## src/rtl/seven_segment_scanner_if.sv

```systemverilog
// Host-side signal bundle for the seven-segment scanner: display data in,
// shared-decoder code and digit enables out.
interface seven_segment_scanner_if #(
  parameter int unsigned DIGITS = 4
);
  logic                  en;
  logic                  load;
  logic [4*DIGITS-1:0]   data;
  logic                  lz_en;
  logic [3:0]            code;
  logic [DIGITS-1:0]     digit_en;
  logic                  frame_done;
  logic                  pending;

  modport master (
    output en, load, data, lz_en,
    input  code, digit_en, frame_done, pending
  );

  modport slave (
    input  en, load, data, lz_en,
    output code, digit_en, frame_done, pending
  );
endinterface

```

## src/rtl/seven_segment_scanner.sv

```systemverilog
// Time-multiplexed seven-segment scan controller with per-digit blanking
// interval, leading-zero suppression and frame-synchronous double buffering.
module seven_segment_scanner #(
  parameter int unsigned DIGITS = 4,
  parameter int unsigned DWELL  = 1000,
  parameter int unsigned BLANK  = 16
) (
  input  logic                  clk,
  input  logic                  rst_n,
  seven_segment_scanner_if.slave bus
);
  localparam int unsigned DW   = 4 * DIGITS;
  localparam int unsigned IW   = $clog2(DIGITS);
  localparam int unsigned MAXC = (DWELL > BLANK) ? DWELL : BLANK;
  localparam int unsigned CW   = (MAXC > 1) ? $clog2(MAXC) : 1;

  localparam logic [CW-1:0]     DWELL_LAST = CW'(DWELL - 1);
  localparam logic [CW-1:0]     BLANK_LAST = CW'(BLANK - 1);
  localparam logic [IW-1:0]     IDX_LAST   = IW'(DIGITS - 1);
  localparam logic [DIGITS-1:0] ONE_HOT0   = DIGITS'(1);

  typedef enum logic [1:0] {IDLE, BLANKING, SHOW} state_t;

  state_t              state_q, state_d;
  logic [IW-1:0]       idx_q, idx_d;
  logic [CW-1:0]       cnt_q, cnt_d;
  logic [DW-1:0]       shadow_q, shadow_d;
  logic [DW-1:0]       active_q, active_d;
  logic                pending_q, pending_d;
  logic                frame_done_q, frame_done_d;
  logic [3:0]          code_q, code_d;
  logic [DIGITS-1:0]   digit_en_q, digit_en_d;
  logic [DIGITS-1:0]   blank_mask;

  always_comb begin
    state_d      = state_q;
    idx_d        = idx_q;
    cnt_d        = cnt_q;
    shadow_d     = shadow_q;
    active_d     = active_q;
    pending_d    = pending_q;
    frame_done_d = 1'b0;

    unique case (state_q)
      IDLE: begin
        if (bus.load) active_d = bus.data;
        if (bus.en) begin
          state_d = BLANKING;
          idx_d   = '0;
          cnt_d   = '0;
        end
      end
      BLANKING, SHOW: begin
        if (!bus.en) begin
          state_d = IDLE;
          idx_d   = '0;
          cnt_d   = '0;
          if (pending_q) begin
            active_d  = shadow_q;
            pending_d = 1'b0;
          end
          // Entering IDLE: a coincident load behaves as an IDLE load.
          if (bus.load) begin
            active_d  = bus.data;
            pending_d = 1'b0;
          end
        end else begin
          if (bus.load) begin
            shadow_d  = bus.data;
            pending_d = 1'b1;
          end
          if (state_q == BLANKING) begin
            if (cnt_q == BLANK_LAST) begin
              state_d = SHOW;
              cnt_d   = '0;
            end else begin
              cnt_d = cnt_q + 1'b1;
            end
          end else if (cnt_q == DWELL_LAST) begin
            state_d = BLANKING;
            cnt_d   = '0;
            if (idx_q == IDX_LAST) begin
              idx_d        = '0;
              frame_done_d = 1'b1;
              // Frame boundary: a load here bypasses the shadow entirely.
              if (bus.load) begin
                shadow_d  = shadow_q;
                active_d  = bus.data;
                pending_d = 1'b0;
              end else if (pending_q) begin
                active_d  = shadow_q;
                pending_d = 1'b0;
              end
            end else begin
              idx_d = idx_q + 1'b1;
            end
          end else begin
            cnt_d = cnt_q + 1'b1;
          end
        end
      end
      default: state_d = IDLE;
    endcase
  end

  // Outputs are derived from next-state so they register alongside it.
  always_comb begin
    blank_mask = '0;
    for (int unsigned i = 1; i < DIGITS; i++) begin
      blank_mask[i] = bus.lz_en && ((active_d >> (4 * i)) == '0);
    end
    code_d     = (state_d == IDLE) ? 4'h0 : active_d[{idx_d, 2'b00} +: 4];
    digit_en_d = (state_d == SHOW && !blank_mask[idx_d]) ? (ONE_HOT0 << idx_d) : '0;
  end

  always_ff @(posedge clk or negedge rst_n) begin
    if (!rst_n) begin
      state_q      <= IDLE;
      idx_q        <= '0;
      cnt_q        <= '0;
      shadow_q     <= '0;
      active_q     <= '0;
      pending_q    <= 1'b0;
      frame_done_q <= 1'b0;
      code_q       <= '0;
      digit_en_q   <= '0;
    end else begin
      state_q      <= state_d;
      idx_q        <= idx_d;
      cnt_q        <= cnt_d;
      shadow_q     <= shadow_d;
      active_q     <= active_d;
      pending_q    <= pending_d;
      frame_done_q <= frame_done_d;
      code_q       <= code_d;
      digit_en_q   <= digit_en_d;
    end
  end

  assign bus.code       = code_q;
  assign bus.digit_en   = digit_en_q;
  assign bus.frame_done = frame_done_q;
  assign bus.pending    = pending_q;
endmodule

```

## src/flat_wrapper.sv

```systemverilog
// flat-port wrapper written by rule: the top's interface ports become plain ports
module seven_segment_scanner_flat 
#(
  parameter int unsigned DIGITS = 4,
  parameter int unsigned DWELL  = 1000,
  parameter int unsigned BLANK  = 16
)
  (clk, rst_n, bus_en, bus_load, bus_data, bus_lz_en, bus_code, bus_digit_en, bus_frame_done, bus_pending);
  seven_segment_scanner_if #(.DIGITS(DIGITS)) bus_i ();
  input  logic clk;
  input  logic rst_n;
  input wire logic [$bits(bus_i.en)-1:0] bus_en;
  input wire logic [$bits(bus_i.load)-1:0] bus_load;
  input wire logic [$bits(bus_i.data)-1:0] bus_data;
  input wire logic [$bits(bus_i.lz_en)-1:0] bus_lz_en;
  output wire logic [$bits(bus_i.code)-1:0] bus_code;
  output wire logic [$bits(bus_i.digit_en)-1:0] bus_digit_en;
  output wire logic [$bits(bus_i.frame_done)-1:0] bus_frame_done;
  output wire logic [$bits(bus_i.pending)-1:0] bus_pending;
  assign bus_i.en = bus_en;
  assign bus_i.load = bus_load;
  assign bus_i.data = bus_data;
  assign bus_i.lz_en = bus_lz_en;
  assign bus_code = bus_i.code;
  assign bus_digit_en = bus_i.digit_en;
  assign bus_frame_done = bus_i.frame_done;
  assign bus_pending = bus_i.pending;
  seven_segment_scanner #(.DIGITS(DIGITS), .DWELL(DWELL), .BLANK(BLANK)) u_core (.clk(clk), .rst_n(rst_n), .bus(bus_i));
endmodule
```

## config.mk

```make
export PLATFORM = sky130hd
export DESIGN_NAME = seven_segment_scanner_flat
export DESIGN_NICKNAME = d
export VERILOG_FILES = /design/src/rtl/seven_segment_scanner_if.sv /design/src/rtl/seven_segment_scanner.sv /design/src/flat_wrapper.sv
export SDC_FILE = /design/constraint.sdc
export NUM_CORES = 1
export LEC_CHECK = 0
export ABC_AREA = 1
export BUFFER_PORTS_ARGS = -buffer_cell sky130_fd_sc_hd__buf_4
export CELL_PAD_IN_SITES_DETAIL_PLACEMENT = 0
export CELL_PAD_IN_SITES_GLOBAL_PLACEMENT = 1
export CORE_AREA = 2 2 78 110
export DETAILED_ROUTE_END_ITERATION = 10
export DIE_AREA = 0 0 80 112
export PLACE_DENSITY = 0.89
export SETUP_SLACK_MARGIN = 0.05
export SLEW_MARGIN = 20
export SYNTH_ARGS = -nofsm -noshare
export SYNTH_HDL_FRONTEND = slang
export SYNTH_SLANG_ARGS = --single-unit
```

## constraint.sdc

```tcl
create_clock -name clk -period 2.4 [get_ports clk]
set_input_delay 0.24 -clock clk [delete_from_list [all_inputs] [get_ports clk]]
set_output_delay 0.24 -clock clk [all_outputs]
set_load 0.005 [all_outputs]
```

==> impl_metrics.xml, run 1 <==
<?xml version="1.0" encoding="UTF-8"?>
<metrics>
  <group name="place">
    <metric name="placed_area" unit="µm²">3770</metric>
    <metric name="post-place-cells" unit="">569</metric>
    <metric name="hpwlAfterDp" unit="µm">6380</metric>
    <metric name="routabilityCongestion" unit="">0.895</metric>
    <metric name="buffer_ports.inserted" unit="">30</metric>
  </group>
  <group name="logic_synthesis">
    <metric name="synth_largest_type_area_fraction" unit="%">40.9</metric>
    <metric name="syn_area" unit="µm²">3430</metric>
    <metric name="synth_nets" unit="">470</metric>
    <metric name="synth.yosys.seq_area_share" unit="%">40.9</metric>
    <metric name="postSynthRegisterBits" unit="">56</metric>
    <metric name="synth.avg_cell_area" unit="µm²">7.72</metric>
    <metric name="synth.cells.most_frequent" unit="">89 x nand2_1, 56 x dfrtp_1, 54 x inv_1</metric>
    <metric name="synth_warnings" unit="">0</metric>
    <metric name="synth_cell_types" unit="">43</metric>
    <metric name="asyncSetResetFlopFracSynth" unit="%">100</metric>
    <metric name="synth_instances" unit="">444</metric>
    <metric name="number_of_enable_flip_flop_cells_after_synthesis" unit="">0</metric>
    <metric name="top_cell_type_by_total_area_after_synthesis" unit="">dfrtp_1</metric>
    <metric name="synth_top_cells_by_area" unit="">dfrtp_1 41%, nand2_1 9.7%, inv_1 5.9%</metric>
    <metric name="cell_with_the_most_instances_after_synthesis" unit="">nand2_1</metric>
    <metric name="yosys_most_used_dff" unit="">dfrtp_1</metric>
  </group>
  <group name="timing">
    <metric name="finalClockSkew" unit="ps">11.0</metric>
    <metric name="tns" unit="ps">0</metric>
    <metric name="slew-limit-headroom" unit="%">50.5</metric>
    <metric name="finalMaxSlewViolations" unit="">0</metric>
    <metric name="timing.final.crit_period" unit="ps">2240</metric>
    <metric name="hold_viol_final" unit="">11</metric>
    <metric name="timing.final.setup_violations" unit="">0</metric>
    <metric name="worst_hold_slack" unit="ps">-20.0</metric>
    <metric name="rsz_0062_raised_after_global_routing" unit="">false</metric>
    <metric name="final.period_utilization" unit="%">93.4</metric>
    <metric name="timing_worst_slew_pin_value" unit="ps">742</metric>
    <metric name="achievable-frequency" unit="MHz">446</metric>
  </group>
  <group name="cts">
    <metric name="cts_max_level" unit="">2</metric>
    <metric name="cts-root-to-sink-buffers" unit="">2</metric>
    <metric name="insertion_delay" unit="ps">310</metric>
    <metric name="worst_setup_hold_path_clk_slew" unit="ps">80</metric>
    <metric name="clock_tree_from_tritoncts" unit="">done</metric>
    <metric name="numClockSinks" unit="">56</metric>
    <metric name="tritoncts.num_buffers" unit="">5</metric>
    <metric name="root_buffer" unit="">clkbuf_16</metric>
  </group>
  <group name="global_route">
    <metric name="grt_antenna_before_repair" unit="">0</metric>
    <metric name="global_route.usage.total" unit="%">21.5</metric>
    <metric name="grt_max_degree" unit="">57</metric>
    <metric name="first_global_vias" unit="">3095</metric>
    <metric name="grt_pass1_wl" unit="µm">15000</metric>
    <metric name="grt.overflow.total" unit="">0</metric>
  </group>
  <group name="worst_setup_path">
    <metric name="reg2reg_from" unit="">u_core.state_q[0]</metric>
    <metric name="crit_fanout" unit="">12</metric>
    <metric name="rr_worst_depth" unit="">12</metric>
    <metric name="worstSetupEndpointType" unit="">flip-flop</metric>
    <metric name="crit_path_start_kind" unit="">flip-flop</metric>
    <metric name="cp_data_arrival_time" unit="ps">2460</metric>
    <metric name="cp_data_required_time" unit="ps">2620</metric>
    <metric name="r2r_setup_slack" unit="ps">160</metric>
    <metric name="timing_worst_setup_path_type" unit="">reg -&gt; reg</metric>
    <metric name="worstReg2RegEnd" unit="">u_core.bus.code[1]</metric>
  </group>
  <group name="floorplan">
    <metric name="die_h" unit="µm">112</metric>
    <metric name="fp-row-count" unit="">39</metric>
    <metric name="num_io_pins" unit="">31</metric>
    <metric name="floorplan.core_area" unit="µm²">8000</metric>
    <metric name="floorplan.initialDensity" unit="%">42.8</metric>
    <metric name="design.die.area" unit="µm²">8960</metric>
    <metric name="dieWidth" unit="µm">80</metric>
  </group>
  <group name="status">
    <metric name="outcome" unit="">complete, but fails checks</metric>
    <metric name="violations_in_the_final_reports" unit="">negative hold slack</metric>
  </group>
  <group name="final_layout">
    <metric name="final-instance-count-excl-fill" unit="">589</metric>
    <metric name="finish.utilization" unit="%">51.2</metric>
    <metric name="n_antenna_cell" unit="">0</metric>
    <metric name="layout.nets" unit="">512</metric>
    <metric name="multiInputGateArea" unit="µm²">1800</metric>
    <metric name="postLayoutCellArea" unit="µm²">4100</metric>
    <metric name="drive_above_1_share" unit="%">26.1</metric>
    <metric name="synthToLayoutAreaGrowth" unit="%">19.6</metric>
    <metric name="filler_cell_count" unit="">771</metric>
    <metric name="sequential_cell_area" unit="µm²">1400</metric>
  </group>
  <group name="drt">
    <metric name="first_iter_violations" unit="">171</metric>
    <metric name="route.detailed.vias_per_inst" unit="">5.31</metric>
    <metric name="wl_per_cell" unit="µm">15.2</metric>
    <metric name="drt_first_pass_iters" unit="">4</metric>
    <metric name="postRouteAntennaNets" unit="">0</metric>
    <metric name="wirelength" unit="µm">8940</metric>
    <metric name="drc" unit="">0</metric>
    <metric name="detailroute.via_count" unit="">3129</metric>
  </group>
  <group name="pwr">
    <metric name="power_density" unit="nW/µm²">988</metric>
    <metric name="leakagePower" unit="nW">1.97</metric>
    <metric name="worst_ir_drop_vdd" unit="V">0.000469</metric>
    <metric name="total_power" unit="W">0.00405</metric>
  </group>
  <group name="hold_path">
    <metric name="min-delay-path-class" unit="">in -&gt; async</metric>
  </group>
  <group name="job">
    <metric name="drv_cap" unit="">0</metric>
  </group>
</metrics>
sequential cells by signal, summed over array words and instances (netlist names):
register,cells
u_core.idx_q,2
u_core.state_q,2
u_core.bus.pending,1
u_core.active_q,16
u_core.bus.frame_done,1
u_core.cnt_q,10
u_core.bus.digit_en,4
u_core.bus.code,4
u_core.shadow_q,16
how the worst max path moves through the flow:
stage	from	to	slack, ps	depth (start not counted)
2_1_floorplan	u_core.state_q[0]	u_core.bus.digit_en[3]	410	14
3_3_place_gp	u_core.state_q[0]	u_core.bus.digit_en[1]	180	16
3_5_place_dp	u_core.state_q[0]	u_core.bus.digit_en[0]	100	16
4_1_cts	u_core.state_q[0]	u_core.bus.digit_en[0]	80	16
5_1_grt	u_core.state_q[1]	u_core.bus.digit_en[3]	50	18
6_report	u_core.state_q[0]	u_core.bus.code[1]	160	12
kinds of logic after synthesis:
family / count (synthesis) / synth area share (%)
mux: 14 / 4.60
flops: 56 / 40.9
compound gates: 85 / 15.4
xor+xnor: 2 / 0.511
simple gates: 203 / 27.6
buf+inv: 79 / 9.13
fa+ha+maj: 5 / 1.83
report_power, final:
part	total, W	internal [W]	switching, W
Combinational	0.00178	0.000690	0.00109
Clock	0.000780	0.000398	0.000382
Sequential	0.00149	0.00127	0.000214
Total	0.00405	0.00236	0.00169
per-layer routing:
layer / track usage [%] / vias to the layer above / wire length (µm)
met5: 0 / - / 0
met4: 7.57 / 0 / 186
met3: 3.08 / 13 / 315
met2: 38.0 / 66 / 4680
met1: 26.2 / 1505 / 3760
li1: - / 1545 / -
critical path, stage by stage (launching register included):
cell,delay [ps]
dfrtp_1,410
buf_4,150
inv_1,50
ha_1,180
inv_2,140
or2_2,360
nand3_4,110
a21oi_4,80
inv_2,120
nand2_2,130
nor2_1,130
a21oi_1,60
a21oi_1,220
layout make-up:
class                      instances  share of cell area (%)
timing repair buffer              49                    9.16
tap                              102                    3.11
clock inverter                     3                   0.641
sequential                        56                    34.2
clock buffer                       5                    3.05
inverter                          64                    5.92
multi-input combinational        310                    43.9
metrics by stage:
step	hold slack, ps	worst slack [ps]
global route	58.8	51.2
global placement	351	182
finish	-20.0	159
CTS	26.8	82.1
floorplan	-55.6	406
detailed placement	354	98.6
cells in the final DEF (no fill, tap or decap), drive strengths merged:
cell type and n:
nor4 2, xor2 2, a31oi 3, nor2 59, ha 5, a21oi 28, o21a 3, or2 1
nand2 101, inv 65, a211oi 11, o32ai 3, o221ai 1, clkinv 2, mux2 14, o211ai 3
clkbuf 5, o21bai 4, nand3 33, nor3 4, a22oi 2, nand4 2, dfrtp 56, o22ai 3
or3 1, buf 49, and2 1, o21ai 24
what timing repair did:
item,in CTS,in global routing
gates resized for setup,0,25
hold buffers,0,0
buffers inserted,0,11
endpoints found under the setup margin,0,7
Note: power is estimated with default switching activity, not from simulation.
==> run 2, diff against run 1 <==
--- a/config.mk
+++ b/config.mk
@@ -6,13 +6,14 @@
 export NUM_CORES = 1
 export LEC_CHECK = 0
 export ABC_AREA = 1
+export ABC_CLOCK_PERIOD_IN_PS = 2400
 export BUFFER_PORTS_ARGS = -buffer_cell sky130_fd_sc_hd__buf_4
 export CELL_PAD_IN_SITES_DETAIL_PLACEMENT = 0
 export CELL_PAD_IN_SITES_GLOBAL_PLACEMENT = 1
-export CORE_AREA = 2 2 78 110
+export CORE_AREA = 2 2 82 115
 export DETAILED_ROUTE_END_ITERATION = 10
-export DIE_AREA = 0 0 80 112
-export PLACE_DENSITY = 0.89
+export DIE_AREA = 0 0 84 117
+export PLACE_DENSITY = 0.83
 export SETUP_SLACK_MARGIN = 0.05
 export SLEW_MARGIN = 20
 export SYNTH_ARGS = -nofsm -noshare
==> run 2 against run 1 <==
Net effect:
- the flow still finishes with violations (negative hold slack)
- core utilization is 5.2 points lower
- first-iteration DRC count is 16% higher
- global-route usage is 2.4 points lower
- fmax is 2.0% higher
- power is 0.47% higher
- clock skew is 3.1 ps lower
- critical endpoint is now u_core.bus.digit_en[2]
- largest cell class unchanged
==> impl_metrics.xml, run 2 (synthesis gave the netlist of run 1 again) <==
<?xml version="1.0" encoding="UTF-8"?>
<metrics>
  <group name="status">
    <metric name="outcome" unit="">complete, but fails checks</metric>
    <metric name="violations_in_the_final_reports" unit="">negative hold slack</metric>
  </group>
  <group name="cts">
    <metric name="insertion_delay" unit="ps">300</metric>
    <metric name="tritoncts.num_buffers" unit="">5</metric>
    <metric name="worst_setup_hold_path_clk_slew" unit="ps">80</metric>
    <metric name="numClockSinks" unit="">56</metric>
    <metric name="cts-root-to-sink-buffers" unit="">2</metric>
    <metric name="post_cts_hold_buffer_count" unit="">0</metric>
    <metric name="root_buffer" unit="">clkbuf_16</metric>
    <metric name="cts_max_level" unit="">2</metric>
    <metric name="clock_tree_from_tritoncts" unit="">done</metric>
  </group>
  <group name="floorplan">
    <metric name="die_h" unit="µm">117</metric>
    <metric name="design.die.area" unit="µm²">9830</metric>
    <metric name="dieWidth" unit="µm">84</metric>
    <metric name="floorplan.initialDensity" unit="%">38.6</metric>
    <metric name="num_io_pins" unit="">31</metric>
    <metric name="fp-row-count" unit="">41</metric>
    <metric name="floorplan.core_area" unit="µm²">8870</metric>
  </group>
  <group name="pwr">
    <metric name="leakagePower" unit="nW">1.96</metric>
    <metric name="power_density" unit="nW/µm²">997</metric>
    <metric name="worst_ir_drop_vdd" unit="V">0.000463</metric>
  </group>
  <group name="drt">
    <metric name="wl_per_cell" unit="µm">15.3</metric>
    <metric name="wirelength" unit="µm">9060</metric>
    <metric name="postRouteAntennaNets" unit="">0</metric>
    <metric name="drc" unit="">0</metric>
    <metric name="detailroute.via_count" unit="">3076</metric>
    <metric name="first_iter_violations" unit="">199</metric>
    <metric name="route.detailed.vias_per_inst" unit="">5.19</metric>
    <metric name="drt_first_pass_iters" unit="">5</metric>
  </group>
  <group name="global_route">
    <metric name="grt_antenna_before_repair" unit="">0</metric>
    <metric name="first_global_vias" unit="">3078</metric>
    <metric name="groute.layer.met2.usage" unit="%">34.9</metric>
    <metric name="grt_pass1_wl" unit="µm">14900</metric>
    <metric name="grt.met1_usage" unit="%">21.7</metric>
    <metric name="use_met3" unit="%">2.38</metric>
    <metric name="grt_max_degree" unit="">57</metric>
    <metric name="busiest_metal_layer_after_global_routing" unit="">met2</metric>
    <metric name="grt.overflow.total" unit="">0</metric>
    <metric name="global_route.usage.total" unit="%">19.1</metric>
  </group>
  <group name="place">
    <metric name="buffer_ports.inserted" unit="">30</metric>
    <metric name="post-place-cells" unit="">575</metric>
    <metric name="hpwlAfterDp" unit="µm">6550</metric>
    <metric name="dp_slack" unit="ps">97.7</metric>
    <metric name="routabilityCongestion" unit="">0.881</metric>
  </group>
  <group name="final_layout">
    <metric name="commonest_non_fill_non_tap_cell_in_the_layout" unit="">nand2_1</metric>
    <metric name="synthToLayoutAreaGrowth" unit="%">19.1</metric>
    <metric name="final-instance-count-excl-fill" unit="">593</metric>
    <metric name="layout.nets" unit="">511</metric>
    <metric name="most-common-layout-cells" unit="">83 x nand2_1, 56 x dfrtp_1, 53 x inv_1, 53 x nor2_1, 47 x buf_4</metric>
    <metric name="n_antenna_cell" unit="">0</metric>
    <metric name="reg_top3" unit="">u_core.active_q (16), u_core.shadow_q (16), u_core.cnt_q (10)</metric>
    <metric name="drive_above_1_share" unit="%">24.3</metric>
  </group>
  <group name="timing">
    <metric name="slew-limit-headroom" unit="%">50.0</metric>
    <metric name="timing.final.crit_period" unit="ps">2200</metric>
    <metric name="timing_worst_slew_pin_value" unit="ps">750</metric>
    <metric name="rsz_0062_raised_after_global_routing" unit="">true</metric>
    <metric name="achievable-frequency" unit="MHz">455</metric>
    <metric name="finalClockSkew" unit="ps">7.87</metric>
    <metric name="tns" unit="ps">0</metric>
    <metric name="finalMaxSlewViolations" unit="">0</metric>
    <metric name="worst_hold_slack" unit="ps">-1.75</metric>
    <metric name="timing.final.setup_violations" unit="">0</metric>
    <metric name="hold_viol_final" unit="">3</metric>
    <metric name="final.period_utilization" unit="%">91.6</metric>
    <metric name="layout_setup_ws" unit="ps">203</metric>
  </group>
  <group name="worst_setup_path">
    <metric name="timing_worst_setup_path_type" unit="">reg -&gt; reg</metric>
    <metric name="cp_data_arrival_time" unit="ps">2400</metric>
    <metric name="worstSetupEndpointType" unit="">flip-flop</metric>
    <metric name="crit_path_start_kind" unit="">flip-flop</metric>
    <metric name="crit_fanout" unit="">5</metric>
    <metric name="cp_data_required_time" unit="ps">2600</metric>
  </group>
  <group name="job">
    <metric name="drv_cap" unit="">0</metric>
  </group>
  <group name="hold_path">
    <metric name="min-delay-path-class" unit="">in -&gt; async</metric>
  </group>
</metrics>
run 2: cell types whose count changed in the layout (fill, tap and decap cells not counted), moves of 2 or more:
cell / before / now
nand3_2: 4 / 2
nand2_2: 17 / 14
nand2_1: 80 / 83
o21ai_2: 4 / 2
nand3_1: 28 / 30
o21ai_1: 2 / 4
run 2: path summary, 6_finish.rpt:
path | cells after the start | endpoint | slack [ps] | from
worst max-delay path | 15 | u_core.bus.digit_en[2] | 200 | u_core.state_q[0]
worst min-delay path | 1 | u_core.shadow_q[11] | -2 | rst_n
worst max register to register | 15 | u_core.bus.digit_en[2] | 200 | u_core.state_q[0]
worst min register to register | 2 | u_core.shadow_q[5] | 490 | u_core.shadow_q[5]
max in group asynchronous | 1 | u_core.cnt_q[5] | 1910 | rst_n
min in group clk | 2 | u_core.shadow_q[3] | 170 | bus_data[3]
run 2: where the power goes:
group | total, W | leakage, nW | internal [W] | switching, W
sequential | 0.00146 | 0.708 | 0.00127 | 0.000191
clock | 0.000868 | 0.0804 | 0.000497 | 0.000371
combinational | 0.00174 | 1.17 | 0.000657 | 0.00108
run 2: repair_timing:
item,CTS,global route
setup endpoints to repair,0,8
resized for setup,0,14
setup buffers,0,9
run 2: per-stage QoR:
step / power, W / util (%) / area [µm²]
floorplan: 0.00263 / - / 3430
global placement: 0.00314 / 42.6 / 3780
detailed placement: 0.00317 / 42.6 / 3780
CTS: 0.00405 / 44.5 / 3950
global route: 0.00439 / 46.0 / 4080
finish: 0.00407 / 46.0 / 4080
run 2: worst max-delay path: stages, from the launching register on:
cell and delay (ps):
dfrtp_1 430, ha_2 200, inv_2 60, nand2_2 60, nor2_4 170, buf_4 150
nand3_2 100, buf_4 170, nand3_1 60, nand3_1 130, a21oi_2 150, nand3_1 90
nand2_1 70, nand3_1 110, nand2_2 120, nor2_1 50
run 2: cell type report:
type / instances / area [µm²]
tap: 107 / 134
multi-input combinational: 310 / 1770
timing repair buffer: 48 / 364
clock buffer: 5 / 125
clock inverter: 3 / 46.3
fill: 880 / 4790
sequential: 56 / 1400
inverter: 64 / 240
run 2: per-layer routing:
metal	share of wire, %	up-vias
li1	-	1537
met1	42	1445
met2	51	73
met3	3.4	21
met4	3.8	0
met5	0	-
==> run 3, diff against run 2 <==
--- a/config.mk
+++ b/config.mk
@@ -13,7 +13,7 @@
 export CORE_AREA = 2 2 82 115
 export DETAILED_ROUTE_END_ITERATION = 10
 export DIE_AREA = 0 0 84 117
-export PLACE_DENSITY = 0.83
+export PLACE_DENSITY = 0.81
 export SETUP_SLACK_MARGIN = 0.05
 export SLEW_MARGIN = 20
 export SYNTH_ARGS = -nofsm -noshare
==> run 3 against run 2 <==
Net effect:
- the flow still finishes with violations (negative hold slack)
- power decreased by 0.86%
- clock power decreased by 3.9%
- count of clock-buffer cells in the layout increased by 1
- sequential share of layout area increased by 0.19 points
- via count decreased by 0.65%
- first-iteration DRC count increased by 2.5%
- cell area decreased by 0.55%
- global-route usage decreased by 0.23 points
- critical endpoint is now u_core.bus.digit_en[3]
- highest routed layer unchanged
==> impl_metrics.xml, run 3 (synthesis gave the netlist of run 1 again) <==
<?xml version="1.0" encoding="UTF-8"?>
<metrics>
  <group name="cts">
    <metric name="cts_max_level" unit="">2</metric>
    <metric name="insertion_delay" unit="ps">300</metric>
    <metric name="numClockSinks" unit="">56</metric>
    <metric name="root_buffer" unit="">clkbuf_16</metric>
    <metric name="cts-root-to-sink-buffers" unit="">2</metric>
    <metric name="tritoncts.num_buffers" unit="">5</metric>
    <metric name="worst_setup_hold_path_clk_slew" unit="ps">70</metric>
    <metric name="clock_tree_from_tritoncts" unit="">done</metric>
  </group>
  <group name="drt">
    <metric name="wl_per_cell" unit="µm">15.1</metric>
    <metric name="drc" unit="">0</metric>
    <metric name="detailroute.via_count" unit="">3056</metric>
    <metric name="route.detailed.vias_per_inst" unit="">5.18</metric>
    <metric name="drt_first_pass_iters" unit="">4</metric>
    <metric name="first_iter_violations" unit="">204</metric>
    <metric name="wirelength" unit="µm">8890</metric>
    <metric name="postRouteAntennaNets" unit="">0</metric>
  </group>
  <group name="global_route">
    <metric name="grt_pass1_wl" unit="µm">14800</metric>
    <metric name="first_global_vias" unit="">3028</metric>
    <metric name="global_route.usage.total" unit="%">18.9</metric>
    <metric name="grt_max_degree" unit="">57</metric>
    <metric name="grt_antenna_before_repair" unit="">0</metric>
    <metric name="grt.overflow.total" unit="">0</metric>
  </group>
  <group name="final_layout">
    <metric name="reg_top3" unit="">u_core.active_q (16), u_core.shadow_q (16), u_core.cnt_q (10)</metric>
    <metric name="most-common-layout-cells" unit="">85 x nand2_1, 56 x dfrtp_1, 53 x inv_1</metric>
    <metric name="filler_cell_count" unit="">922</metric>
    <metric name="final-instance-count-excl-fill" unit="">590</metric>
    <metric name="commonest_non_fill_non_tap_cell_in_the_layout" unit="">nand2_1</metric>
    <metric name="layout.nets" unit="">508</metric>
    <metric name="synthToLayoutAreaGrowth" unit="%">18.5</metric>
    <metric name="n_antenna_cell" unit="">0</metric>
    <metric name="multiInputGateArea" unit="µm²">1770</metric>
    <metric name="drive_above_1_share" unit="%">23.6</metric>
    <metric name="postLayoutCellArea" unit="µm²">4060</metric>
    <metric name="sequential_cell_area" unit="µm²">1400</metric>
  </group>
  <group name="timing">
    <metric name="slew-limit-headroom" unit="%">49.9</metric>
    <metric name="layout_setup_ws" unit="ps">133</metric>
    <metric name="final.period_utilization" unit="%">94.5</metric>
    <metric name="timing.final.crit_period" unit="ps">2270</metric>
    <metric name="timing.final.setup_violations" unit="">0</metric>
    <metric name="finalMaxSlewViolations" unit="">0</metric>
    <metric name="finalClockSkew" unit="ps">9.08</metric>
    <metric name="timing_worst_slew_pin_value" unit="ps">751</metric>
    <metric name="tns" unit="ps">0</metric>
    <metric name="rsz_0062_raised_after_global_routing" unit="">false</metric>
    <metric name="worst_hold_slack" unit="ps">-12.4</metric>
    <metric name="hold_viol_final" unit="">10</metric>
    <metric name="achievable-frequency" unit="MHz">441</metric>
  </group>
  <group name="place">
    <metric name="dp_slack" unit="ps">141</metric>
    <metric name="post-place-cells" unit="">575</metric>
    <metric name="hpwlAfterDp" unit="µm">6480</metric>
    <metric name="routabilityCongestion" unit="">0.861</metric>
    <metric name="placed_area" unit="µm²">3780</metric>
    <metric name="buffer_ports.inserted" unit="">30</metric>
  </group>
  <group name="floorplan">
    <metric name="floorplan.initialDensity" unit="%">38.6</metric>
    <metric name="num_io_pins" unit="">31</metric>
    <metric name="dieWidth" unit="µm">84</metric>
    <metric name="fp-row-count" unit="">41</metric>
    <metric name="design.die.area" unit="µm²">9830</metric>
    <metric name="die_h" unit="µm">117</metric>
    <metric name="floorplan.core_area" unit="µm²">8870</metric>
  </group>
  <group name="worst_setup_path">
    <metric name="cp_data_arrival_time" unit="ps">2450</metric>
    <metric name="crit_fanout" unit="">6</metric>
    <metric name="cp_cell_sequence" unit="">ha_1, inv_2, nand2_2, nor2_4, nand4_4, nand2_8, buf_6, o21ai_2, nand3_2, nand3_2, nand2_2, nand2_1, nor2_2, nand3_2, nand2_2, nor2_1</metric>
    <metric name="timing.critical_path.slowest_stage_cell" unit="">dfrtp_1</metric>
    <metric name="crit_path_start_kind" unit="">flip-flop</metric>
    <metric name="timing_worst_setup_path_type" unit="">reg -&gt; reg</metric>
    <metric name="max_stage_delay" unit="ps">420</metric>
    <metric name="worstSetupEndpointType" unit="">flip-flop</metric>
    <metric name="cp_data_required_time" unit="ps">2580</metric>
  </group>
  <group name="pwr">
    <metric name="worst_ir_drop_vdd" unit="V">0.000539</metric>
    <metric name="power_density" unit="nW/µm²">994</metric>
    <metric name="leakagePower" unit="nW">1.98</metric>
  </group>
  <group name="status">
    <metric name="violations_in_the_final_reports" unit="">negative hold slack</metric>
    <metric name="outcome" unit="">complete, but fails checks</metric>
  </group>
  <group name="hold_path">
    <metric name="min-delay-path-class" unit="">in -&gt; async</metric>
  </group>
  <group name="job">
    <metric name="drv_cap" unit="">0</metric>
  </group>
</metrics>
[run 3: changes by cell type in the layout (fill, tap and decap cells not counted), moves of 2 or more]
cell,delta
nand2_1,+2
nand3_1,-3
nand2_2,-3
nand3_2,+3
buf_4,-3
[run 3: critical path, delay by kind of cell, from the launching register on]
kind | cells | cell delay [ps]
AND/OR/NAND/NOR | 12 | 1270
flip-flops | 1 | 420
adder cells (fa/ha/maj) | 1 | 220
buffers and inverters | 2 | 180
AO/OA/AOI/OAI | 1 | 50
[run 3: stage by stage]
step / power [W] / utilization [%]
2_1_floorplan: 0.00263 / -
3_3_place_gp: 0.00312 / 42.6
3_5_place_dp: 0.00315 / 42.6
4_1_cts: 0.00400 / 44.5
5_1_grt: 0.00437 / 45.7
6_report: 0.00404 / 45.7
[run 3: area by class of cell]
| class | instances | area share [%] |
|---|---|---|
| Clock buffer | 6 | 3.17 |
| Clock inverter | 2 | 0.863 |
| Sequential cell | 56 | 34.5 |
| Timing Repair Buffer | 46 | 8.69 |
| Inverter | 64 | 5.92 |
| Tap cell | 107 | 3.30 |
| Multi-Input combinational cell | 309 | 43.5 |
[run 3: routing by layer]
| layer | GRT usage [%] | up-vias | share of wire [%] |
|---|---|---|---|
| li1 | - | 1525 | - |
| met1 | 22.5 | 1472 | 43 |
| met2 | 35.0 | 46 | 52 |
| met3 | 2.24 | 13 | 2.7 |
| met4 | 6.99 | 0 | 2.2 |
| met5 | 0 | - | 0 |
[run 3: path summary, 6_finish.rpt]
path	slack [ps]	cells past startpoint	start	endpoint
hold / removal	-10	1	rst_n	u_core.shadow_q[5]
min in group clk	180	2	bus_data[12]	u_core.shadow_q[12]
hold reg to reg	500	2	u_core.shadow_q[5]	u_core.shadow_q[5]
max in group asynchronous	1880	1	rst_n	u_core.shadow_q[8]
setup reg to reg	130	16	u_core.state_q[0]	u_core.bus.digit_en[3]
setup / recovery	130	16	u_core.state_q[0]	u_core.bus.digit_en[3]
[run 3: timing repair]
action                                  CTS  global route
setup buffers                             0             7
resized for setup                         0            18
endpoints found under the setup margin    0             7
hold buffers                              0             0
hold endpoints to repair                  0             0
[run 3: where the power goes]
group	switching, W	internal [W]
Sequential	0.000211	0.00127
Clock	0.000342	0.000492
Combinational	0.00105	0.000668
